### src/rtl/serial_adder_pkg.sv
// -----------------------------------------------------------------------------
// serial_adder_pkg
// Shared definitions for the bit-serial adder slice.
//   DEFAULT_WIDTH : default operand/sum width in bits
//   state_t       : FSM state encoding (ST_IDLE = 0, ST_RUN = 1)
// -----------------------------------------------------------------------------
package serial_adder_pkg;

    localparam int DEFAULT_WIDTH = 8;

    typedef enum logic {
        ST_IDLE = 1'b0,
        ST_RUN  = 1'b1
    } state_t;

endpackage

### src/rtl/serial_adder_if.sv
// -----------------------------------------------------------------------------
// serial_adder_if
// Start/busy/done handshake and operand/result bus of the serial adder.
//   start : request, sampled only while busy = 0
//   a, b  : WIDTH-bit operands, sampled with start
//   cin   : carry-in, sampled with start
//   busy  : addition in progress
//   done  : one-cycle pulse, sum/cout just updated
//   sum   : registered WIDTH-bit result of the last completed addition
//   cout  : registered carry-out of the last completed addition
// Modports: master = controller side, slave = adder side.
// -----------------------------------------------------------------------------
interface serial_adder_if
    import serial_adder_pkg::*;
#(
    parameter int WIDTH = DEFAULT_WIDTH
);

    logic             start;
    logic [WIDTH-1:0] a;
    logic [WIDTH-1:0] b;
    logic             cin;
    logic             busy;
    logic             done;
    logic [WIDTH-1:0] sum;
    logic             cout;

    modport master (
        output start, a, b, cin,
        input  busy, done, sum, cout
    );

    modport slave (
        input  start, a, b, cin,
        output busy, done, sum, cout
    );

endinterface

### src/rtl/serial_adder_full_adder.sv
// -----------------------------------------------------------------------------
// full_adder
// Single-bit combinational full adder, the bit cell of the serial adder.
//   a, b  : operand bits
//   c     : carry in
//   sum   : a ^ b ^ c
//   carry : majority(a, b, c)
// -----------------------------------------------------------------------------
module full_adder (
    input  logic a,
    input  logic b,
    input  logic c,
    output logic sum,
    output logic carry
);

    assign sum   = a ^ b ^ c;
    assign carry = (a & b) | (a & c) | (b & c);

endmodule

### src/rtl/serial_adder.sv
// -----------------------------------------------------------------------------
// serial_adder
// Bit-serial ripple adder: {cout, sum} = a + b + cin, LSB first, one bit per
// clock through one full-adder cell and a carry flop. Result appears WIDTH+1
// edges after start is sampled; all outputs are registered.
//   clk : clock, rising edge
//   rst : synchronous, active-high reset
//   bus : serial_adder_if slave (start/a/b/cin in, busy/done/sum/cout out)
// -----------------------------------------------------------------------------
module serial_adder
    import serial_adder_pkg::*;
#(
    parameter int WIDTH = DEFAULT_WIDTH
) (
    input  logic           clk,
    input  logic           rst,
    serial_adder_if.slave  bus
);

    localparam int CNT_W = $clog2(WIDTH);

    state_t           state;
    state_t           state_next;

    logic [WIDTH-1:0] op_a;
    logic [WIDTH-1:0] op_b;
    logic [WIDTH-1:0] psum;
    logic [WIDTH-1:0] sum_q;
    logic             carry_q;
    logic             cout_q;
    logic             done_q;
    logic [CNT_W-1:0] cnt;

    logic             cell_sum;
    logic             cell_carry;
    logic             last_bit;
    logic             load;
    logic             shift;
    logic             finish;

    full_adder u_cell (
        .a     (op_a[0]),
        .b     (op_b[0]),
        .c     (carry_q),
        .sum   (cell_sum),
        .carry (cell_carry)
    );

    assign last_bit = (cnt == CNT_W'(WIDTH - 1));

    // State register.
    // NOTE: sequential state uses non-blocking (<=) so every flop samples
    // pre-edge values regardless of block ordering.
    always_ff @(posedge clk) begin
        if (rst) begin
            state <= ST_IDLE;
        end else begin
            state <= state_next;
        end
    end

    // Next-state logic.
    // NOTE: defaulting every always_comb output first keeps it latch-free.
    always_comb begin
        state_next = state;
        case (state)
            ST_IDLE: if (bus.start) state_next = ST_RUN;
            ST_RUN:  if (last_bit)  state_next = ST_IDLE;
            default: state_next = ST_IDLE;
        endcase
    end

    // Datapath control decode. start is only honoured in IDLE, so a request
    // raised while busy never reloads the operands.
    always_comb begin
        load   = 1'b0;
        shift  = 1'b0;
        finish = 1'b0;
        case (state)
            ST_IDLE: load = bus.start;
            ST_RUN: begin
                shift  = 1'b1;
                finish = last_bit;
            end
            default: ;
        endcase
    end

    // Datapath. Each RUN edge consumes the operand LSBs and pushes the sum
    // bit in at the MSB end, so after WIDTH shifts bit 0 sits at psum[0].
    // The final bit goes straight into sum_q so the result lands on the
    // completing edge without an extra cycle.
    always_ff @(posedge clk) begin
        if (rst) begin
            op_a    <= '0;
            op_b    <= '0;
            psum    <= '0;
            carry_q <= 1'b0;
            cnt     <= '0;
            sum_q   <= '0;
            cout_q  <= 1'b0;
            done_q  <= 1'b0;
        end else begin
            done_q <= finish;
            if (load) begin
                op_a    <= bus.a;
                op_b    <= bus.b;
                carry_q <= bus.cin;
                cnt     <= '0;
                psum    <= '0;
            end else if (shift) begin
                op_a    <= op_a >> 1;
                op_b    <= op_b >> 1;
                carry_q <= cell_carry;
                cnt     <= cnt + CNT_W'(1);
                psum    <= {cell_sum, psum[WIDTH-1:1]};
            end
            if (finish) begin
                sum_q  <= {cell_sum, psum[WIDTH-1:1]};
                cout_q <= cell_carry;
            end
        end
    end

    assign bus.busy = (state == ST_RUN);
    assign bus.done = done_q;
    assign bus.sum  = sum_q;
    assign bus.cout = cout_q;

endmodule
### src/flat_wrapper.sv
// flat-port wrapper written by rule: the top's interface ports become plain ports
module serial_adder_flat import serial_adder_pkg::*;
#(
    parameter int WIDTH = DEFAULT_WIDTH
)
  (clk, rst, bus_start, bus_a, bus_b, bus_cin, bus_busy, bus_done, bus_sum, bus_cout);
  serial_adder_if #(.WIDTH(WIDTH)) bus_i ();
  input  logic clk;
  input  logic rst;
  input wire logic [$bits(bus_i.start)-1:0] bus_start;
  input wire logic [$bits(bus_i.a)-1:0] bus_a;
  input wire logic [$bits(bus_i.b)-1:0] bus_b;
  input wire logic [$bits(bus_i.cin)-1:0] bus_cin;
  output wire logic [$bits(bus_i.busy)-1:0] bus_busy;
  output wire logic [$bits(bus_i.done)-1:0] bus_done;
  output wire logic [$bits(bus_i.sum)-1:0] bus_sum;
  output wire logic [$bits(bus_i.cout)-1:0] bus_cout;
  assign bus_i.start = bus_start;
  assign bus_i.a = bus_a;
  assign bus_i.b = bus_b;
  assign bus_i.cin = bus_cin;
  assign bus_busy = bus_i.busy;
  assign bus_done = bus_i.done;
  assign bus_sum = bus_i.sum;
  assign bus_cout = bus_i.cout;
  serial_adder #(.WIDTH(WIDTH)) u_core (.clk(clk), .rst(rst), .bus(bus_i));
endmodule
### config.mk
export PLATFORM = sky130hd
export DESIGN_NAME = serial_adder_flat
export DESIGN_NICKNAME = d
export VERILOG_FILES = /design/src/rtl/serial_adder_pkg.sv /design/src/rtl/serial_adder_if.sv /design/src/rtl/serial_adder_full_adder.sv /design/src/rtl/serial_adder.sv /design/src/flat_wrapper.sv
export SDC_FILE = /design/constraint.sdc
export NUM_CORES = 1
export LEC_CHECK = 0
export CORE_MARGIN = 2
export CORE_UTILIZATION = 55
export CTS_CLUSTER_DIAMETER = 60
export DETAILED_ROUTE_END_ITERATION = 16
export GPL_ROUTABILITY_DRIVEN = 0
export GPL_TIMING_DRIVEN = 0
export PLACE_DENSITY = 0.83
export SYNTH_ARGS = -nofsm -noshare
export SYNTH_HDL_FRONTEND = slang
export SYNTH_HIERARCHICAL = 1
export SYNTH_SLANG_ARGS = --single-unit
### constraint.sdc
create_clock -name clk -period 3.3 [get_ports clk]
set_input_delay 0.66 -clock clk [delete_from_list [all_inputs] [get_ports clk]]
set_output_delay 0.66 -clock clk [all_outputs]
set_load 0.1 [all_outputs]
==> flow_summary.json <==
{
  "cts_tree": "yes",
  "multi_input_area_um2": 818,
  "nNetsFinal": 227,
  "peakVddDrop_mv": 0.357,
  "synth_area_um2": 1680,
  "fp-row-count": 20,
  "wirelength_met1_um": 1350,
  "wl_um": 3360,
  "grt_overflow": 0,
  "synth_nets": 192,
  "topRoutingLayerUsed": "met4",
  "cp_slowest_stage_delay_ps": 1160,
  "p_per_area_nw_per_um2": 449,
  "crit_path_end_kind": "output port",
  "rsz0062_at_grt": "false",
  "drtIter0Drc": 27,
  "ys_ff_latch": 38,
  "avgSynthCellArea_um2": 9.91,
  "critical_path.max_fanout": 6,
  "via_count": 1340,
  "synthToLayoutAreaGrowth_pct": 23.8,
  "fin_tns_setup_ps": 0,
  "dieWidth_um": 59.2,
  "cts_root_buffer": "clkbuf_4",
  "cp_data_arrival_time_ps": 1930,
  "start_util_pct": 56.3,
  "syn_inst": 169,
  "numPortBuffers": 28,
  "vias_per_cell": 5.63,
  "die_h_um": 59.2,
  "max_cap_violations": 0,
  "dp_hpwl_um": 2400,
  "coreArea_um2": 2980,
  "final_common_cell": "dfxtp_1",
  "seq_area_um2": 761,
  "final_hold_viol_count": 0,
  "grt_usage_pct": 21.6,
  "wire_per_inst_um": 14.1,
  "num_antenna_cells": 0,
  "antenna_left": 0,
  "setup_viol": 0,
  "antenna_found_initial": 0,
  "clk_transition_reported_paths_ps": 110,
  "cts_buffers": 5,
  "dr.pass1.iters": 4,
  "critPathLaunchType": "flop",
  "crit_family": "buffers and inverters",
  "wl_met2_um": 1790,
  "n_fill_cell": 227,
  "p_leak_nw": 0.795,
  "min_path_type": "flop to flop",
  "grt_max_degree": 13,
  "clock.fmax_ghz": 0.386,
  "cp_slowest_cell": "clkdlybuf4s50_1",
  "post_cts_buffers": 0,
  "cp_num_buf_inv": 1,
  "clk_latency_ps": 350,
  "status": "finished clean",
  "final_cell_mix": "dfxtp_1, clkdlybuf4s50_1, a21oi_1",
  "clockBufferDepth": 2,
  "drive_gt1_share_pct": 12.7,
  "worst_pin_slew_ps": 974,
  "period_needed_ps": 2590,
  "cts_hold_buf": 0,
  "finalCritPeriodShare_pct": 78.5,
  "drc": 0,
  "ys_seq_area_share_pct": 45.4,
  "met3WireLength_um": 144,
  "yosys_warnings": 6,
  "grt_pass1_wl_um": 5560,
  "fin_util_pct": 69.7,
  "grt_pass1_vias": 1309,
  "slew_viol_final": 0,
  "cts-htree-levels": 2,
  "clock_sinks": 38,
  "crit_chain": "clkdlybuf4s50_1",
  "yosysUniqueCellTypes": 21,
  "cts_resized": 0,
  "dieArea_um2": 3500,
  "io_pins": 31,
  "slew_headroom_pct": 34.9,
  "cp.required_ps": 2640,
  "timing.clock.skew_ps": 4.66,
  "criticalPathCategory": "flop to output port"
}
where the power goes:
part	leakage [nW]	total (W)	switching, W	internal, W
clock network	0.0450	0.000309	0.000153	0.000157
logic	0.439	0.000128	0.0000663	0.0000612
registers	0.311	0.000495	0.0000138	0.000481
metal layers:
layer  vias up  global-route usage, %
li1        670                      -
met1       627                   23.7
met2        36                   37.4
met3         7                   5.90
met4         0                   12.0
met5         -                      0
final cells by class:
type,instances,share of cell area [%]
clock inverters,3,1.93
inverters,1,0.181
plain buffers,16,4.46
flip-flops and latches,38,36.7
well taps,33,1.99
multi-input cells,114,39.4
repair buffers,28,13.5
clock buffers,5,1.81
cells in the mapped netlist, drive strengths merged:
| master | count | share of area (%) |
|---|---|---|
| dfxtp | 38 | 45 |
| nand2 | 10 | 2.2 |
| ha | 2 | 1.5 |
| inv | 1 | 0.22 |
| nand2b | 3 | 1.1 |
| a21bo | 9 | 5.4 |
| nor3 | 2 | 0.60 |
| nand3 | 9 | 2.7 |
| a21oi | 20 | 6.2 |
| buf | 9 | 4.0 |
| or3b | 10 | 5.2 |
| mux2i | 17 | 10 |
| fa | 1 | 1.2 |
| clkbuf | 7 | 1.6 |
| a211oi | 15 | 6.7 |
| nor2 | 1 | 0.22 |
| nor2b | 15 | 5.6 |
logic make-up after synthesis:
| logic type | synth area share [%] |
|---|---|
| buffers and inverters | 5.75 |
| AOI/OAI and AO/OA | 18.3 |
| DFF | 45.4 |
| adders and majority gates | 2.69 |
| and+or+nand+nor | 17.7 |
| muxes | 10.2 |
sequential cells by signal (all words and copies together) (netlist names):
| signal | cells |
|---|---|
| u_core/bus.busy | 1 |
| u_core/bus.cout | 1 |
| u_core/bus.done | 1 |
| u_core/bus.sum | 8 |
| u_core/carry_q | 1 |
| u_core/cnt | 3 |
| u_core/op_a | 8 |
| u_core/op_b | 8 |
| u_core/psum | 7 |
worst register-to-register path, stage by stage, from the launching register on:
cell	delay (ps)
dfxtp_1	360
ha_1	150
ha_1	150
clkbuf_1	390
a21bo_2	220
a21oi_1	60
path summary, 6_finish.rpt:
path | from | slack [ps] | cells past startpoint | to
hold / removal | u_core/psum[4]$_SDFFE_PP0P_ | 490 | 2 | u_core/psum[3]$_SDFFE_PP0P_
hold reg to reg | u_core/psum[4]$_SDFFE_PP0P_ | 490 | 2 | u_core/psum[3]$_SDFFE_PP0P_
setup / recovery | u_core/bus.busy$_SDFF_PP0_ | 710 | 1 | bus_busy
setup reg to reg | u_core/cnt[0]$_SDFFE_PP0P_ | 1860 | 5 | u_core/bus.sum[0]$_SDFFE_PP0P_
metrics by stage:
| stage | instances | setup WS (ps) | power, W | hold WS (ps) | cell area (µm²) |
|---|---|---|---|---|---|
| detailed placement | 230 | 1090 | 0.000632 | 471 | 2000 |
| CTS | 238 | 683 | 0.000941 | 494 | 2070 |
| finish | 238 | 710 | 0.000932 | 491 | 2070 |
| global placement | 230 | 1100 | 0.000627 | 455 | 2000 |
| global route | 238 | 625 | 0.000973 | 513 | 2070 |
| floorplan | 169 | 1550 | 0.000587 | 440 | 1680 |
Note: power is estimated with default switching activity, not from simulation.
